$ cat src/rtl/dimmer_controller_if.sv
// Button/tick inputs and lamp/PWM outputs of the dimmer level controller.
interface dimmer_controller_if;
  logic       tick;
  logic       u;
  logic       d;
  logic [1:0] level;
  logic       A;
  logic       B;
  logic       C;
  logic       pwm;

  // Board/divisor side: drives buttons and tick, observes lamps.
  modport master (
    output tick,
    output u,
    output d,
    input  level,
    input  A,
    input  B,
    input  C,
    input  pwm
  );

  // Controller side.
  modport slave (
    input  tick,
    input  u,
    input  d,
    output level,
    output A,
    output B,
    output C,
    output pwm
  );
endinterface

$ cat src/rtl/dimmer_controller.sv
// Dimmer level controller: button conditioning, saturating 4-level state,
// lamp decode and duty-cycled PWM enable.
module dimmer_controller #(
  parameter int unsigned PWM_BITS = 4
) (
  input logic                clk_in,
  input logic                reset,
  dimmer_controller_if.slave bus
);

  typedef enum logic [1:0] {
    OFF  = 2'd0,
    LOW  = 2'd1,
    MID  = 2'd2,
    HIGH = 2'd3
  } state_t;

  logic                u_meta;
  logic                u_sync;
  logic                d_meta;
  logic                d_sync;
  logic [1:0]          u_samp;
  logic [1:0]          d_samp;
  logic                u_db;
  logic                d_db;
  logic                u_db_q;
  logic                d_db_q;
  logic                press_u;
  logic                press_d;
  state_t              state;
  logic [PWM_BITS-1:0] pcnt;
  logic                pwm_q;

  // Two-flop synchronizers for the asynchronous buttons.
  always_ff @(posedge clk_in) begin
    if (reset) begin
      u_meta <= 1'b0;
      u_sync <= 1'b0;
      d_meta <= 1'b0;
      d_sync <= 1'b0;
    end else begin
      u_meta <= bus.u;
      u_sync <= u_meta;
      d_meta <= bus.d;
      d_sync <= d_meta;
    end
  end

  // Tick-paced sampling and debounce: two equal samples move db, mixed holds.
  always_ff @(posedge clk_in) begin
    if (reset) begin
      u_samp <= 2'b00;
      d_samp <= 2'b00;
      u_db   <= 1'b0;
      d_db   <= 1'b0;
      u_db_q <= 1'b0;
      d_db_q <= 1'b0;
    end else begin
      if (bus.tick) begin
        u_samp <= {u_samp[0], u_sync};
        d_samp <= {d_samp[0], d_sync};
      end
      if (u_samp == 2'b11) begin
        u_db <= 1'b1;
      end else if (u_samp == 2'b00) begin
        u_db <= 1'b0;
      end
      if (d_samp == 2'b11) begin
        d_db <= 1'b1;
      end else if (d_samp == 2'b00) begin
        d_db <= 1'b0;
      end
      u_db_q <= u_db;
      d_db_q <= d_db;
    end
  end

  // One-cycle pulse per debounced rising edge; releases produce nothing.
  assign press_u = u_db & ~u_db_q;
  assign press_d = d_db & ~d_db_q;

  // Saturating brightness state; simultaneous presses cancel.
  always_ff @(posedge clk_in) begin
    if (reset) begin
      state <= OFF;
    end else if (press_u && !press_d && state != HIGH) begin
      state <= state_t'(2'(state) + 2'd1);
    end else if (press_d && !press_u && state != OFF) begin
      state <= state_t'(2'(state) - 2'd1);
    end
  end

  // Free-running PWM counter; top two bits compared against level give level/4 duty.
  always_ff @(posedge clk_in) begin
    if (reset) begin
      pcnt  <= '0;
      pwm_q <= 1'b0;
    end else begin
      pcnt  <= pcnt + PWM_BITS'(1);
      pwm_q <= (pcnt[PWM_BITS-1 -: 2] < 2'(state));
    end
  end

  // Lamp enables decode the level register directly.
  assign bus.level = 2'(state);
  assign bus.A     = (state != OFF);
  assign bus.B     = state[1];
  assign bus.C     = (state == HIGH);
  assign bus.pwm   = pwm_q;

endmodule

$ cat src/flat_wrapper.sv
// flat-port wrapper written by rule: the top's interface ports become plain ports
module dimmer_controller_flat 
#(
  parameter int unsigned PWM_BITS = 4
)
  (clk_in, reset, bus_tick, bus_u, bus_d, bus_level, bus_A, bus_B, bus_C, bus_pwm);
  dimmer_controller_if bus_i ();
  input logic clk_in;
  input logic reset;
  input wire logic [$bits(bus_i.tick)-1:0] bus_tick;
  input wire logic [$bits(bus_i.u)-1:0] bus_u;
  input wire logic [$bits(bus_i.d)-1:0] bus_d;
  output wire logic [$bits(bus_i.level)-1:0] bus_level;
  output wire logic [$bits(bus_i.A)-1:0] bus_A;
  output wire logic [$bits(bus_i.B)-1:0] bus_B;
  output wire logic [$bits(bus_i.C)-1:0] bus_C;
  output wire logic [$bits(bus_i.pwm)-1:0] bus_pwm;
  assign bus_i.tick = bus_tick;
  assign bus_i.u = bus_u;
  assign bus_i.d = bus_d;
  assign bus_level = bus_i.level;
  assign bus_A = bus_i.A;
  assign bus_B = bus_i.B;
  assign bus_C = bus_i.C;
  assign bus_pwm = bus_i.pwm;
  dimmer_controller #(.PWM_BITS(PWM_BITS)) u_core (.clk_in(clk_in), .reset(reset), .bus(bus_i));
endmodule
$ cat config.mk
export PLATFORM = sky130hd
export DESIGN_NAME = dimmer_controller_flat
export DESIGN_NICKNAME = d
export VERILOG_FILES = /design/src/rtl/dimmer_controller_if.sv /design/src/rtl/dimmer_controller.sv /design/src/flat_wrapper.sv
export SDC_FILE = /design/constraint.sdc
export NUM_CORES = 1
export LEC_CHECK = 0
export CAP_MARGIN = 20
export CORE_AREA = 2 2 41 43
export CTS_BUF_LIST = sky130_fd_sc_hd__clkbuf_16
export DETAILED_ROUTE_END_ITERATION = 7
export DIE_AREA = 0 0 43 45
export GPL_TIMING_DRIVEN = 0
export PLACE_DENSITY_LB_ADDON = 0.25
export SLEW_MARGIN = 20
export SYNTH_ARGS = -nofsm -noshare
export SYNTH_HDL_FRONTEND = slang
export SYNTH_SLANG_ARGS = --single-unit
$ cat constraint.sdc
create_clock -name clk_in -period 1.6 [get_ports clk_in]
set_input_delay 0.32 -clock clk_in [delete_from_list [all_inputs] [get_ports clk_in]]
set_output_delay 0.32 -clock clk_in [all_outputs]
set_load 0.02 [all_outputs]
# Word-level counts from Yosys, hierarchy flattened
# Cells that the tools add are included.
word_totals:
  register_bits: 19
  latchBits: 0
  ram_bits: 0
  rom_bits: 0
  input_bits: 5
  out_inout_bits: 6
  memories: 0
op_classes:
  n_addsub: 3
  n_mul: 0
  n_div: 0
  order_cmp: 1
  eq_ne: 4
  shifts: 0
  muxes: 6
  bitwise_logic: 4
  reduce_logical: 12
op_table:
  columns: ["op", "n"]
  rows:
  - ["nonzero test 2 bit", 4]
  - ["equality test 2 bit (second input constant)", 3]
  - ["adder 4 x 1 -> 4 bit (second input constant)", 1]
  - ["logical AND 1 bit", 4]
  - ["zero test 2 bit", 2]
  - ["two-way mux 1 bit", 4]
  - ["two-way mux 2 bit", 2]
  - ["adder 2 x 1 -> 2 bit (second input constant)", 1]
  - ["bitwise AND 1 bit", 2]
  - ["zero test 1 bit", 2]
  - ["< comparator 2 bit", 1]
  - ["!= test 2 bit (second input constant)", 1]
  - ["inverter 1 bit", 2]
  - ["subtractor 2 x 1 -> 2 bit (second input constant)", 1]

# Depth between registers and ports, before layout
depth:
  ltp_word: 7
  mapped_depth: 3

# Least setup slack after synthesis
# OpenSTA, ideal clock, no wires.
synth_path:
  path_kind: "register to register"
  start: "reg u_core.state[1], in the netlist u_core.bus.level[1]"
  end: "reg u_core.pwm_q, in the netlist u_core.bus.pwm"
  setup_time_ns: 0.086
  t_arrival_ns: 1.029
  required_time_ns: 1.514
  setup_slack_ns: 0.486
  path_stages_with_launch: 4
  n_path_buf: 0
  period_less_slack_ns: 1.114
  cell_sequence: "dfxtp_1 > inv_1 > ha_1 > a211oi_1"
synth_between:
  elab_chain_cells: 1
synth_rtl:
  columns: ["element", "line", "source"]
  rows:
  - ["start, declared", "dimmer_controller.sv:30", "state_t state;"]
  - ["start signal, assigned", "dimmer_controller.sv:87", "state <= state_t'(2'(state) + 2'd1);"]
  - ["start signal, assigned", "dimmer_controller.sv:89", "state <= state_t'(2'(state) - 2'd1);"]
  - ["< comparator 2 bit", "dimmer_controller.sv:100", "pwm_q <= (pcnt[PWM_BITS-1 -: 2] < 2'(state));"]
  - ["end signal, assigned", "dimmer_controller.sv:100", null]
  - ["end, declared", "dimmer_controller.sv:32", "logic pwm_q;"]
# No other way between the ends.
# A chain may end at the register's enable or synchronous reset.

# Worst setup path in the final report
layout_path:
  start: "reg u_core.pwm_q, in the netlist u_core.bus.pwm"
  end: "out bus_pwm"
layout_rtl:
  columns: ["element", "line", "source"]
  rows:
  - ["end, declared", "flat_wrapper.sv:17", "output wire logic [$bits(bus_i.pwm)-1:0] bus_pwm;"]
# No word-level cell between the ends.

==> key figures <==
Status
  • Status: finished clean

Setup path
  • Arr. time, crit path: roughly 1.1 ns
  • CP endpoint kind: primary output
  • Slowest CP cell: clkdlybuf4s50_1
  • Max stage delay on crit path: 0.59 ns
  • Critical Path Fanout Max: 1
  • Critical path class: reg -> out
  • CP delay by family, top: buffers and inverters
  • CP Buf/Inv Count: 1
  • WP data required: 1.28 ns
  • Flop2flop setup slack: about 0.62 ns
  • FF-to-FF path depth: 3
  • RR Endpoint: u_core.d_db
  • Startpoint type of the worst setup path: flop
  • Reg-to-reg startpoint: u_core.d_samp[0]
  • Ordered list of cells on the worst path: clkdlybuf4s50_1

Synthesis
  • Synth top area share: 51.9%
  • Synthesized net count: 78
  • Post-Synthesis Cells: 69
  • Cell variety after synth: 23
  • Synth Register Bits: 19
  • Synth warn: 0
  • Synth Cell Area: 733 µm²
  • Top cells by count, synth: dfxtp_1, nor2_1, nor2b_1, mux2i_1, ha_1
  • EDFF count, synth: 0
  • Synth Flop Type: dfxtp_1
  • Seq/Total Area, Yosys: 51.9%
  • Mean Syn Cell Area: between 10 and 15 µm²
  • Cell taking the most area after synthesis: dfxtp_1
  • Async set or reset register ratio after synthesis: 0%
  • Synth top area cells: dfxtp_1, mux2i_1, ha_1, nor2b_1, nor2_1
  • Most frequent cell after synthesis: dfxtp_1

Drt
  • DRC violation count after routing: 0
  • DR vias/cell: 4.98
  • Drt wl/cell: 10.7 µm
  • Via count: 483
  • Initial DRC count: 4
  • First-pass iteration count of the detailed router: 4
  • Post-route ant nets: 0
  • Final wirelength: 1040 µm

Global route
  • Global-route wire length before repair: 1930 µm
  • GRT Resource Usage Total: 13.9%
  • Largest net degree at the start of global routing: 11
  • Vias in the first global route: 462
  • Initial antenna violation count: 0
  • Total grt overflow: 0

Placed design
  • Final HPWL DP: 724 µm
  • # port buffers: 8
  • Placer Congestion: 0.668

Layout
  • Area growth, synth to finish: 24.9%
  • Post-layout net count: 91
  • Layout cells sized above 1: about 12%
  • Multi-input logic area: 328 µm²
  • Fillers: ~130
  • Ant diodes: 0
  • Layout Utilization: 62.2%
  • Register Area: between 300 and 400 µm²

Pwr
  • Pwr/cell area: 1120 nW/µm²
  • Maximum vdd ir drop: slightly above 600 µV
  • Static Leak: 0.430 nW

Timing
  • Period utilization: between 90% and 100%
  • Setup violators final: 0
  • F_max: just under 700 MHz
  • RSZ-0062 raised after global routing: false
  • Worst slew pin tran: 0.274 ns
  • Setup_tns: 0 ns
  • Fin Hold WS: ~0.35 ns
  • Final hold viol count: 0
  • Fin Clk Skew: 0.00272 ns
  • Min Tclk post-route: 1.46 ns
  • Fin. max-slew vios: 0
  • Relative slew margins: between 80% and 90%

Floorplan
  • Initial Util: 49.8%
  • I/O Pins: 11
  • Core Area: roughly 1500 µm²
  • Die footprint: 1940 µm²
  • Die Y: 45 µm
  • Die span in x: between 40 and 50 µm
  • Row count: 14

Clock network
  • Clock Latency Late Sink: 0.25 ns
  • H-tree levels: 1
  • Clock transition at path regs: 0.05 ns
  • CTS root buf: clkbuf_16
  • Clk buf depth: 2
  • Sink Count: 19
  • Post-CTS Setup Repair Bufs: 0
  • Num CTS Buffers: 3
  • Post-CTS Hold Fix Bufs: 0
  • CTS tree: yes

Hold path
  • Hold Startpoint: reset
  • Hold Path Depth: 2
  • Hold Path End: u_core.bus.level[0]
  • HP Class: in -> reg

Run
  • Max capacitance violation total: 0
==> routing by layer <==
| metal | GRT usage (%) | vias to the layer above | routed length [µm] |
|---|---|---|---|
| met4 | 12.1 | 0 | 29 |
| met1 | 17.3 | 217 | 476 |
| met5 | 0 | - | 0 |
| met2 | 20.0 | 12 | 477 |
| met3 | 3.60 | 3 | 55 |
| li1 | - | 251 | - |
==> layout make-up <==
cell class	count	area share [%]
multi-input cells	45	35.8
clock inverters	1	0.410
well taps	16	2.19
clock buffers	3	8.20
repair buffers	8	8.88
inverters	1	0.410
flip-flops and latches	19	41.8
plain buffers	4	2.32
==> where the power goes <==
part           internal, mW  switching (mW)  total, mW
Combinational        0.0201          0.0169     0.0370
Clock                 0.332           0.165      0.497
Sequential            0.487         0.00667      0.494
==> cell usage in the layout, fill, tap and decap left out, drive strengths merged, types with 4 or more instances in the layout <==
cell type / n
clkbuf: 4
nor2b: 8
dfxtp: 19
ha: 4
mux2i: 6
nor2: 9
==> flip-flops by register name, indices dropped and copies added (netlist names) <==
name	count
u_core.bus.level	2
u_core.u_db_q	1
u_core.u_samp	2
u_core.bus.pwm	1
u_core.pcnt	4
u_core.u_db	1
u_core.d_db	1
u_core.u_sync	1
u_core.u_meta	1
u_core.d_meta	1
u_core.d_db_q	1
u_core.d_samp	2
u_core.d_sync	1
==> metrics by stage <==
stage | total power, mW | worst slack (ns) | area, µm² | std cells
5_1_grt | 1.07 | 0.109 | 916 | 97
3_5_place_dp | 0.541 | 0.0755 | 833 | 93
6_report | 1.03 | 0.140 | 916 | 97
2_1_floorplan | 0.529 | 0.486 | 733 | 69
4_1_cts | 1.03 | 0.0170 | 911 | 97
3_3_place_gp | 0.540 | 0.0926 | 833 | 93
==> kinds of logic (layout without fill, tap and decap cells) <==
family	count (synthesis)	count (layout)	synth area share (%)
buffers and inverters	5	17	3.41
muxes	6	6	8.19
DFF	19	19	51.9
and+or+nand+nor	26	26	20.1
adders and majority gates	4	4	6.83
xor gates and xnor gates	2	2	2.39
AOI/OAI and AO/OA	7	7	7.17
==> repair_timing <==
action | 4_1_cts | 5_1_grt
gates resized for setup | 5 | 2
cloned | 0 | 0
setup endpoints to repair | 5 | 2
==> worst max path at each step <==
| stage | start | cells past startpoint | endpoint |
|---|---|---|---|
| 6_report | u_core.bus.pwm | 1 | bus_pwm |
| 5_1_grt | u_core.bus.level[0] | 2 | bus_A |
| 4_1_cts | u_core.bus.level[0] | 1 | bus_level[0] |
| 3_5_place_dp | u_core.bus.level[0] | 2 | bus_C |
| 3_3_place_gp | u_core.bus.level[0] | 2 | bus_C |
| 2_1_floorplan | u_core.bus.level[1] | 3 | u_core.bus.pwm |
(Power assumes the default switching activity.)
